$ cat config.mk
export PLATFORM = sky130hd
export DESIGN_NAME = visualizador_resultado
export DESIGN_NICKNAME = d
export VERILOG_FILES = /design/src/rtl/alu_pkg.sv /design/src/rtl/bin_a_7seg.sv /design/src/rtl/visualizador_resultado.sv
export SDC_FILE = /design/constraint.sdc
export NUM_CORES = 1
export LEC_CHECK = 0
export BUFFER_PORTS_ARGS = -buffer_cell sky130_fd_sc_hd__buf_4
export CAP_MARGIN = 20
export CORE_MARGIN = 3
export CORE_UTILIZATION = 35
export CTS_CLUSTER_SIZE = 40
export DETAILED_ROUTE_END_ITERATION = 8
export SYNTH_ARGS = -nofsm -noshare
export SYNTH_HDL_FRONTEND = slang
export SYNTH_SLANG_ARGS = --single-unit
$ cat constraint.sdc
create_clock -name clk -period 2.63 [get_ports clk]
set_input_delay 0.1315 -clock clk [delete_from_list [all_inputs] [get_ports clk]]
set_output_delay 0.1315 -clock clk [all_outputs]
set_load 0.02 [all_outputs]
$ cat src/rtl/alu_pkg.sv
// Shared constants for the ALU result display: segment patterns, digit codes,
// flag bit positions and default scan/blink dividers.
package alu_pkg;

    localparam int REFRESH_DIV_DEF = 50000;
    localparam int BLINK_DIV_DEF   = 250;

    localparam int FLAG_Z = 0;
    localparam int FLAG_N = 1;
    localparam int FLAG_C = 2;
    localparam int FLAG_V = 3;

    // active-low gfedcba
    localparam logic [6:0] SEG_0     = 7'b1000000;
    localparam logic [6:0] SEG_1     = 7'b1111001;
    localparam logic [6:0] SEG_2     = 7'b0100100;
    localparam logic [6:0] SEG_3     = 7'b0110000;
    localparam logic [6:0] SEG_4     = 7'b0011001;
    localparam logic [6:0] SEG_5     = 7'b0010010;
    localparam logic [6:0] SEG_6     = 7'b0000010;
    localparam logic [6:0] SEG_7     = 7'b1111000;
    localparam logic [6:0] SEG_8     = 7'b0000000;
    localparam logic [6:0] SEG_9     = 7'b0010000;
    localparam logic [6:0] SEG_DASH  = 7'b0111111;
    localparam logic [6:0] SEG_BLANK = 7'b1111111;

    localparam logic [3:0] CODE_DASH  = 4'hA;
    localparam logic [3:0] CODE_BLANK = 4'hF;

    typedef enum logic {
        DIG_UNITS = 1'b0,
        DIG_LEFT  = 1'b1
    } dig_sel_t;

    // magnitude of a 4-bit two's complement value; -8 maps to 8
    function automatic logic [3:0] abs4(input logic [3:0] v);
        return v[3] ? (~v + 4'd1) : v;
    endfunction

endpackage

$ cat src/rtl/bin_a_7seg.sv
// Digit code to active-low 7-segment pattern; codes 0-9 are decimal digits,
// CODE_DASH gives a minus sign and anything else is blank.
module bin_a_7seg
    import alu_pkg::*;
(
    input  logic [3:0] code,
    output logic [6:0] seg
);

    always_comb begin
        seg = SEG_BLANK;
        case (code)
            4'd0:      seg = SEG_0;
            4'd1:      seg = SEG_1;
            4'd2:      seg = SEG_2;
            4'd3:      seg = SEG_3;
            4'd4:      seg = SEG_4;
            4'd5:      seg = SEG_5;
            4'd6:      seg = SEG_6;
            4'd7:      seg = SEG_7;
            4'd8:      seg = SEG_8;
            4'd9:      seg = SEG_9;
            CODE_DASH: seg = SEG_DASH;
            default:   seg = SEG_BLANK;
        endcase
    end

endmodule

$ cat src/rtl/visualizador_resultado.sv
// Holds the ALU result/flags and shows them on a two-digit multiplexed
// 7-segment display plus four flag LEDs with a blinking overflow LED.
//
// digit select state | meaning
// DIG_UNITS          | units digit anode active (an_o = 10)
// DIG_LEFT           | left digit anode active (an_o = 01)
module visualizador_resultado
    import alu_pkg::*;
#(
    parameter int REFRESH_DIV = REFRESH_DIV_DEF,
    parameter int BLINK_DIV   = BLINK_DIV_DEF
) (
    input  logic       clk,
    input  logic       rst_n,
    input  logic       load_i,
    input  logic [3:0] y_i,
    input  logic       z_i,
    input  logic       n_i,
    input  logic       c_i,
    input  logic       v_i,
    input  logic       signed_mode_i,
    output logic [6:0] seg_o,
    output logic [1:0] an_o,
    output logic [3:0] led_o,
    output logic       valid_o
);

    localparam int RW = (REFRESH_DIV > 1) ? $clog2(REFRESH_DIV) : 1;
    localparam int BW = (BLINK_DIV > 1) ? $clog2(BLINK_DIV) : 1;
    localparam logic [RW-1:0] REFRESH_LAST = RW'(REFRESH_DIV - 1);
    localparam logic [BW-1:0] BLINK_LAST   = BW'(BLINK_DIV - 1);

    logic [3:0]    y_q;
    logic [3:0]    flags_q;
    logic          valid_q;
    logic [RW-1:0] refresh_q;
    logic          tick;
    logic [BW-1:0] blink_q;
    logic          phase_q;
    dig_sel_t      sel_q;
    dig_sel_t      sel_d;

    logic [3:0]    mag;
    logic [3:0]    units_code;
    logic [3:0]    left_code;
    logic [3:0]    code;
    logic [6:0]    seg_d;
    logic [1:0]    an_d;
    logic [3:0]    led_d;

    // capture registers; load_i is level-sampled, no clear besides reset
    always_ff @(posedge clk or negedge rst_n) begin
        if (!rst_n) begin
            y_q     <= 4'd0;
            flags_q <= 4'd0;
            valid_q <= 1'b0;
        end else if (load_i) begin
            y_q     <= y_i;
            flags_q <= {v_i, c_i, n_i, z_i};
            valid_q <= 1'b1;
        end
    end

    assign tick = (refresh_q == REFRESH_LAST);

    always_ff @(posedge clk or negedge rst_n) begin
        if (!rst_n) begin
            refresh_q <= '0;
        end else if (tick) begin
            refresh_q <= '0;
        end else begin
            refresh_q <= refresh_q + 1'b1;
        end
    end

    always_ff @(posedge clk or negedge rst_n) begin
        if (!rst_n) begin
            sel_q <= DIG_UNITS;
        end else begin
            sel_q <= sel_d;
        end
    end

    always_comb begin
        sel_d = sel_q;
        if (tick) begin
            sel_d = (sel_q == DIG_UNITS) ? DIG_LEFT : DIG_UNITS;
        end
    end

    // an overflow capture restarts the blink half-period with the LED lit
    always_ff @(posedge clk or negedge rst_n) begin
        if (!rst_n) begin
            blink_q <= '0;
            phase_q <= 1'b1;
        end else if (load_i && v_i) begin
            blink_q <= '0;
            phase_q <= 1'b1;
        end else if (tick) begin
            if (blink_q == BLINK_LAST) begin
                blink_q <= '0;
                phase_q <= ~phase_q;
            end else begin
                blink_q <= blink_q + 1'b1;
            end
        end
    end

    always_comb begin
        mag        = abs4(y_q);
        units_code = y_q;
        left_code  = CODE_BLANK;
        if (signed_mode_i) begin
            units_code = mag;
            left_code  = y_q[3] ? CODE_DASH : CODE_BLANK;
        end else if (y_q >= 4'd10) begin
            units_code = y_q - 4'd10;
            left_code  = 4'd1;
        end
        if (!valid_q) begin
            code = CODE_DASH;
        end else if (sel_q == DIG_LEFT) begin
            code = left_code;
        end else begin
            code = units_code;
        end
    end

    bin_a_7seg u_bin_a_7seg (
        .code (code),
        .seg  (seg_d)
    );

    always_comb begin
        an_d  = (sel_q == DIG_LEFT) ? 2'b01 : 2'b10;
        led_d = {flags_q[FLAG_V] & phase_q, flags_q[FLAG_C],
                 flags_q[FLAG_N], flags_q[FLAG_Z]};
    end

    always_ff @(posedge clk or negedge rst_n) begin
        if (!rst_n) begin
            seg_o <= SEG_BLANK;
            an_o  <= 2'b11;
            led_o <= 4'd0;
        end else begin
            seg_o <= seg_d;
            an_o  <= an_d;
            led_o <= led_d;
        end
    end

    assign valid_o = valid_q;

endmodule

=== Word level (Yosys, flattened, before mapping) ===
Memory sizes are Yosys's and may differ from the RTL's. A register that Yosys moved wholly into a read port is not among the register bits.
Index checks and enable logic that the tools add are counted.

* Bits in registers: 41
* Memory bits (read-only): 112
* Input port bits: 12
* Word-level logic and storage cells: 42
* Memories: 1

* Add/subtract/negate cells: 4
* $lt $le $gt $ge: 1
* Equality and inequality tests: 2
* Muxes and demuxes: 17
* Bitwise gates (word level): 3
* Reductions and logical operators: 5

{| class="wikitable"
|+ Memory list
! memory !! depth !! width !! rd ports !! clocked after Yosys merged registers in !! wr ports !! line !! source
|-
| (no name shown) || 16 || 7 || 1 || 1 || 0 || bin_a_7seg.sv:12 || <nowiki>case (code)</nowiki>
|}

{| class="wikitable"
|+ Operator list
! kind !! count
|-
| 4-bit 2-to-1 mux || 7
|-
| 8-bit 2-to-1 mux || 3
|-
| 16-bit by 1-bit adder with 16-bit output, second input constant || 1
|-
| 16-bit == test, second input constant || 1
|-
| 16-bit 2-to-1 mux || 1
|-
| 8-bit by 1-bit adder with 8-bit output, second input constant || 1
|-
| 8-bit == test, second input constant || 1
|-
| 4-bit by 1-bit adder with 4-bit output, second input constant || 1
|-
| 4-bit >= comparator, second input constant || 1
|-
| 1-bit 2-to-1 mux || 4
|-
| 4-bit inverter || 1
|-
| 2-bit nonzero test || 2
|-
| 4-bit subtractor, second input constant || 1
|-
| 3-bit 2-to-1 mux || 1
|-
| 2-bit 2-to-1 mux || 1
|-
| 2-bit AND reduction || 1
|-
| 1-bit bitwise AND || 1
|-
| 1-bit logical AND || 1
|-
| 1-bit logical NOT || 1
|-
| 1-bit inverter || 1
|}

=== Depth between registers and ports, before layout ===
Gate-level depths: netlist of the first run.

* Depth after elaboration: 6
* Depth in mapped cells: 11
* Gate-level depth less buffers: 11

=== By module ===
A second synthesis of the first run with hierarchy kept.

* Cells, all modules: 232
* Area, all modules: 2434.8 um^2

{| class="wikitable"
|+ By module, submodules not included
! module !! instances !! cells an instance !! area each (um^2) !! seq. area each (um^2)
|-
| visualizador_resultado || 1 || 199 || 2220.9 || 1213.7
|-
| bin_a_7seg || 1 || 33 || 214.0 || 0.0
|}

=== Worst setup path after synthesis of the first run ===
No wires, ideal clock.

* Path type: register to register
* Start: register y_q[1]
* End: register seg_o[1]
* Arrival time: 2046 ps
* Required time: 2534 ps
* Path slack: 488 ps
* Stages on the path, launching flop included: 10
* Buffers on the path: 0
* Period minus slack after synthesis: 2142 ps
* Cells stage by stage: dfrtp_1 ha_1 or3_4 and4_4 a32o_1 inv_1 ha_1 inv_1 nor2_1 o32ai_1

* Longest elaborated chain between the ends: 6
* Elaborated cells on any way between the ends: 11
* Those cells by class: add/sub: 2; order compare: 1; mux: 7; bitwise: 1

{| class="wikitable"
|+ Ends and longest elaborated chain
! what !! line !! source
|-
| start, declared || visualizador_resultado.sv:33 || <nowiki>logic [3:0] y_q;</nowiki>
|-
| start signal, assigned || visualizador_resultado.sv:58 || <nowiki>y_q <= y_i;</nowiki>
|-
| 4-bit inverter || alu_pkg.sv:37 || <nowiki>return v[3] ? (~v + 4'd1) : v;</nowiki>
|-
| 4-bit by 1-bit adder with 4-bit output || alu_pkg.sv:37 ||
|-
| 4-bit 2-to-1 mux || alu_pkg.sv:37 ||
|-
| 4-bit 2-to-1 mux || visualizador_resultado.sv:113 || <nowiki>if (signed_mode_i) begin</nowiki>
|-
| 4-bit 2-to-1 mux (*) || visualizador_resultado.sv:122 || <nowiki>end else if (sel_q == DIG_LEFT) begin</nowiki>
|-
| 4-bit 2-to-1 mux (*) || visualizador_resultado.sv:120 || <nowiki>if (!valid_q) begin</nowiki>
|-
| end, declared || visualizador_resultado.sv:22 || <nowiki>output logic [6:0] seg_o,</nowiki>
|}

Every way passes the cells marked *; elsewhere a longest branch is shown, timed or not.
A chain may end at the register's enable or synchronous reset.

=== Worst setup path after layout of the first run ===
* Start: register y_q[1]
* End: register seg_o[3]

Same word-level chain as after synthesis.

==> run metrics, run 1 <==
cell count after synthesis=242; yosys synthesis warning count=0; net switching power=0.000460 W; r2r setup slk=0.27 ns; Internal Power=0.00113 W; syn nets=266; Iteration-0 DRC Markers=120; Die H=90.8 µm; Lkg Pwr=1.29 nW; most common flop cell mapped by yosys=dfrtp_1; met3 Resource Use GR=0.0367; Slew Viols, Final=0; XOR/XNOR Fraction of Synth Area=0.0557; Synth Area in Adders=0.0596; H-tree depth=2; Setup Buffers After CTS=0; setup TNS=0 ns; met2 GRT Util=0.196; Tmin final=2.36 ns; Setup WS pre-CTS=0.363 ns; Final WS setup=0.267 ns; antenna-violating nets left=0; TritonCTS clock tree=built; total global routing overflow=0; HP Start=y_i[0]; clk buf depth=2; gpl congestion=0.859; register area share after synthesis=0.482; FMAX=0.423 GHz; Worst VDD drop=0.354 mV; area grow syn2layout=15.3%; multi-input logic area=1220 µm²; port buffer count=25; unrepaired setup endpoints after global routing=false; hpwl dp=3540 µm; Yosys top cell by area=dfrtp_1; Filler cells=687; Tcrit/Tclk final=0.898; nets@finish=294; Routed WL per cell=13.5 µm; Reg area=1210 µm²; Inserted Clock Buffers=5; Slew @ Worst Pin=0.763 ns; Net Sw Frac=0.289; top-count cell post-synth=dfrtp_1; RR Startpoint=y_q[1]$_DFFE_PN0P_; vias in the first global route=1830; post-synth cell types=57; Worst Hold Class=in2reg; fraction of registers with async set/reset=1.00; Clock Skew=0.0129 ns; startpoint types=flip-flop; vias per inst=5.26; Die Wd=90.8 µm; antenna violations before repair=0; post-synthesis mux area share=0.0179; Pwr Total=0.00159 W; Max-cap violations=0; CTS Hold Bufs=1; Mapped Area=2520 µm²; Worst path slowest cell=a2111oi_0; vias post-DR=1931; met1 global-route usage=0.173; Clk pwr share=0.279; Synth Area in Compound Gates=0.140; Ant. Diodes=0; GR Util All Layers=0.128; residual DRC count=0; Critical Path, Cell by Cell=inv_1 > ha_1 > a2111oi_0 > a211oi_1 > nor3_2 > a22oi_1; PD cells=548 nW/µm²; layout cell share with drive strength beyond 1=0.214; FP Rows=30; Post-synth top cells=dfrtp_1 (38), nand2_1 (16), nor2_1 (16), o21ai_0 (16), inv_1 (13); DRT Pass-1 Iters=4; first-pass GRT wire length=8680 µm; largest net degree at the start of global routing=49; post-CTS sizing=0; Post-synth EDFFs=0; Synth Register Bits=48; Reg power frac=0.521; CTS sink cnt=48; synthesized area per cell=10.4 µm²; final setup fails=0; crit end category=flip-flop; clk_lat worst skew=0.31 ns; I/O Pins=26; outcome=complete, no violations; Crit path largest cell delay=0.72 ns; Most Crowded Layer GR=met2; largest family of logic cells by synthesized area=simple AND/OR/NAND/NOR gates; WL final=4970 µm; CP Data Required Time=2.85 ns; final hold violations=0; CP max FO=6; largest cells by area after synthesis=dfrtp_1 (38%), dfstp_2 (10%), ha_1 (6.0%); relative slew slack=0.478; Post-Synth Simple-Gate Area=0.210; Yosys top cell area share=0.378; CTS Root Buffer Type=clkbuf_8; die area=8250 µm²; CP startpoint=y_q[1]$_DFFE_PN0P_; Worst Path Arrival=2.58 ns; core area=6870 µm²; Logic pwr share=0.199; crit path kind=reg2reg; clock slew at reported path FFs=0.10 ns; initial core utilization=0.366
[logic make-up (layout without fill, tap and decap cells)]
logic type | after synthesis | count (layout)
AND/OR/NAND/NOR | 91 | 91
AO/OA/AOI/OAI | 51 | 51
flip-flops | 48 | 48
buffers and inverters | 20 | 49
XOR/XNOR | 16 | 16
adder cells (fa/ha/maj) | 12 | 12
multiplexers | 4 | 4
[worst paths after layout]
path,cells past startpoint,to
max,6,seg_o[3]$_DFF_PN1_
max in group asynchronous,2,blink_q[1]$_DFFE_PN0P_
min in group asynchronous,2,refresh_q[7]$_DFF_PN0_
min reg2reg,0,led_o[1]$_DFF_PN0_
min,3,y_q[0]$_DFFE_PN0P_
max reg2reg,6,seg_o[3]$_DFF_PN1_
[power by group through the flow]
| stage | clock [W] | sequential [W] | combinational (W) |
|---|---|---|---|
| after floorplan | 0 | 0.000888 | 0.000152 |
| after global placement | 0 | 0.000843 | 0.000317 |
| after detailed placement | 0 | 0.000843 | 0.000317 |
| after CTS | 0.000453 | 0.000829 | 0.000319 |
| after global routing | 0.000486 | 0.000835 | 0.000350 |
| final | 0.000444 | 0.000828 | 0.000317 |
[layer usage]
metal  vias to the layer above  wire, µm
met5                         -         0
met2                        54      2200
li1                        930         -
met3                         9       291
met1                       938      2380
met4                         0        88
[state kept, by name, summed over array words and instances (netlist names)]
name / cells
seg_o: 7
refresh_q: 16
sel_q: 1
an_o: 2
led_o: 4
y_q: 4
valid_o: 1
phase_q: 1
blink_q: 8
flags_q: 4
[metrics by stage]
step	utilization	instances	instance area [µm²]	hold slack (ns)
after floorplan	-	242	2520	-0.164
after global placement	0.408	358	2800	0.193
after detailed placement	0.408	358	2800	0.188
after CTS	0.422	367	2900	0.0215
after global routing	0.422	367	2900	0.0390
final	0.422	367	2900	0.0276
[final cells by class]
| cell class | instances | area share |
|---|---|---|
| Tap cell | 96 | 0.0414 |
| Clock inverter | 2 | 0.00561 |
| Clock buffer | 6 | 0.0250 |
| Sequential cell | 48 | 0.418 |
| Multi-Input combinational cell | 174 | 0.420 |
| Inverter | 13 | 0.0168 |
| Timing Repair Buffer | 28 | 0.0733 |
[critical path, delay by kind of cell, from the launching register on]
kind / cells / cell delay [ns]
DFF: 1 / 0.42
and+or+nand+nor: 1 / 0.30
AOI/OAI and AO/OA: 3 / 1.10
buffers and inverters: 1 / 0.18
adders and majority gates: 1 / 0.27
[cell usage in the layout, fill, tap and decap left out, drive strengths merged, types with 5 or more instances in the layout]
cell type / n
dfrtp: 38
buf: 27
o21ai: 19
nor2: 16
nand2: 16
inv: 13
ha: 12
nand3: 11
dfstp: 10
and3: 9
xor2: 9
xnor2: 7
nand4: 6
clkbuf: 6
a21oi: 5
nor3: 5
Power figures use the tool's default switching activity.
==> inputs of run 2 (changes only) <==
- MAX_ROUTING_LAYER: not set -> met4
- SKIP_CTS_REPAIR_TIMING: not set -> 1
==> run 2 against run 1 <==
Global-route usage up 0.34 points. Worst hold slack worse by 0.0010 ns. First-iteration DRC count down 6.7%. Utilization unchanged. Combinational power about the same. Cell area unchanged. Die area unchanged. Maximum frequency about the same. Sequential power about the same. Sequential cell count unchanged. Largest cell class unchanged.
==> run metrics, run 2 (synthesis results as in run 1) <==
outcome=complete, no violations (unchanged); area grow syn2layout=15.3% (unchanged); Worst Hold Class=in2reg (unchanged); H-tree depth=2 (unchanged); Crit path largest cell delay=0.72 ns (about the same); CTS sink cnt=48 (unchanged); startpoint types=flip-flop (unchanged); Largest register FFs=16 (unchanged); CP max FO=6 (unchanged); Worst Path Arrival=2.58 ns (about the same); Worst path slowest cell=a2111oi_0 (unchanged); GR Util All Layers=0.132 (was 0.128); unrepaired setup endpoints after global routing=false (unchanged); gpl congestion=0.873 (was 0.859); commonest non-fill, non-tap cell in the layout=dfrtp_1 (unchanged); crit path kind=reg2reg (unchanged); residual DRC count=0 (unchanged); r2r setup slk=0.27 ns (about the same); setup TNS=0 ns (unchanged); relative slew slack=0.478 (unchanged); commonest cells after routing, fill and taps aside=dfrtp_1 (38), buf_4 (27), o21ai_0 (16), nor2_1 (16), nand2_1 (16) (unchanged); FMAX=0.423 GHz (about the same); hpwl dp=3540 µm (unchanged); top flop regs=refresh_q x16, blink_q x8, seg_o x7 (unchanged); Clock Skew=0.0129 ns (about the same); Die Wd=90.8 µm (unchanged); clock slew at reported path FFs=0.10 ns (about the same); most flop-heavy register=refresh_q (unchanged); Tcrit/Tclk final=0.899 (was 0.898); Critical Path, Cell by Cell=inv_1 > ha_1 > a2111oi_0 > a211oi_1 > nor3_2 > a22oi_1 (unchanged); Routed WL per cell=13.6 µm (was 13.5 µm); Lkg Pwr=1.29 nW (unchanged); Hold EP=y_q[0]$_DFFE_PN0P_ (unchanged); CTS Root Buffer Type=clkbuf_8 (unchanged); total global routing overflow=0 (unchanged); clk buf depth=2 (unchanged); WL final=4990 µm (was 4970 µm); core area=6870 µm² (unchanged); PD cells=548 nW/µm² (about the same); RR Startpoint=y_q[1]$_DFFE_PN0P_ (unchanged); nets@finish=294 (unchanged); Inserted Clock Buffers=5 (unchanged); Slew Viols, Final=0 (unchanged); antenna violations before repair=0 (unchanged); hold depth=3 (unchanged); die area=8250 µm² (unchanged); initial core utilization=0.366 (unchanged); Final WS setup=0.267 ns (about the same); Worst Hold Slack=0.0265 ns (was 0.0276 ns); vias in the first global route=1821 (was 1830); antenna-violating nets left=0 (unchanged); crit end category=flip-flop (unchanged); Max-cap violations=0 (unchanged); vias per inst=5.26 (about the same); first-pass GRT wire length=8670 µm (was 8680 µm); R2R depth=6 (unchanged); largest net degree at the start of global routing=49 (unchanged); vias post-DR=1929 (was 1931); Tmin final=2.36 ns (about the same); Iteration-0 DRC Markers=112 (was 120); DRT Pass-1 Iters=4 (unchanged); Setup WS pre-CTS=0.363 ns (unchanged); Slew @ Worst Pin=0.763 ns (unchanged); Ant. Diodes=0 (unchanged); clk_lat worst skew=0.31 ns (about the same); CP Data Required Time=2.85 ns (about the same); Die H=90.8 µm (unchanged); port buffer count=25 (unchanged); TritonCTS clock tree=built (unchanged); HP Start=y_i[0] (unchanged); final setup fails=0 (unchanged); Reg-to-Reg End=seg_o[3]$_DFF_PN1_ (unchanged); Worst VDD drop=0.355 mV (was 0.354 mV); I/O Pins=26 (unchanged); layout cell share with drive strength beyond 1=0.214 (unchanged); FP Rows=30 (unchanged); final hold violations=0 (unchanged)
[run 2: cell counts in the layout (fill, tap and decap cells not counted)]
No cell type changed its count.
[run 2: critical path: cells and delay by family (launching register included)]
family	cells	cell delay, ns
simple gates	1	0.30
fa+ha+maj	1	0.27
flops	1	0.42
compound gates	3	1.10
buf+inv	1	0.18
[run 2: worst max-delay path by stage]
stage | end | slack (ns) | depth (start not counted) | from
after floorplan | seg_o[1]$_DFF_PN1_ | 0.49 | 9 | y_q[1]$_DFFE_PN0P_
after global placement | seg_o[1]$_DFF_PN1_ | 0.38 | 9 | y_q[1]$_DFFE_PN0P_
after detailed placement | seg_o[1]$_DFF_PN1_ | 0.36 | 10 | y_q[0]$_DFFE_PN0P_
after CTS | seg_o[1]$_DFF_PN1_ | 0.32 | 10 | y_q[0]$_DFFE_PN0P_
after global routing | seg_o[6]$_DFF_PN1_ | 0.13 | 11 | y_q[0]$_DFFE_PN0P_
final | seg_o[3]$_DFF_PN1_ | 0.27 | 6 | y_q[1]$_DFFE_PN0P_
[run 2: power by group]
| part | switching (W) | leakage, nW | internal (W) | total, W |
|---|---|---|---|---|
| Sequential | 0.0000224 | 0.591 | 0.000806 | 0.000828 |
| Combinational | 0.000183 | 0.653 | 0.000135 | 0.000318 |
| Clock | 0.000254 | 0.0414 | 0.000190 | 0.000444 |
[run 2: metal layers]
metal | share of wire | routed length (µm) | vias up | GRT usage
li1 | - | - | 929 | -
met1 | 0.48 | 2420 | 941 | 0.174
met2 | 0.45 | 2220 | 51 | 0.196
met3 | 0.053 | 263 | 8 | 0.0350
met4 | 0.017 | 86 | 0 | 0.0452
met5 | 0 | 0 | - | -
[run 2: area by class of cell]
class / count / area (µm²)
well taps: 96 / 120
multi-input cells: 174 / 1220
inverters: 13 / 48.8
clock inverters: 2 / 16.3
repair buffers: 28 / 213
fillers: 687 / 3970
clock buffers: 6 / 72.6
flip-flops and latches: 48 / 1210
[run 2: stage by stage]
stage                     cells  total power (W)  cell area [µm²]  utilization
after floorplan             242          0.00104             2520            -
after global placement      358          0.00116             2800        0.408
after detailed placement    358          0.00116             2800        0.408
after CTS                   366          0.00160             2890        0.421
after global routing        367          0.00167             2900        0.422
final                       367          0.00159             2900        0.422
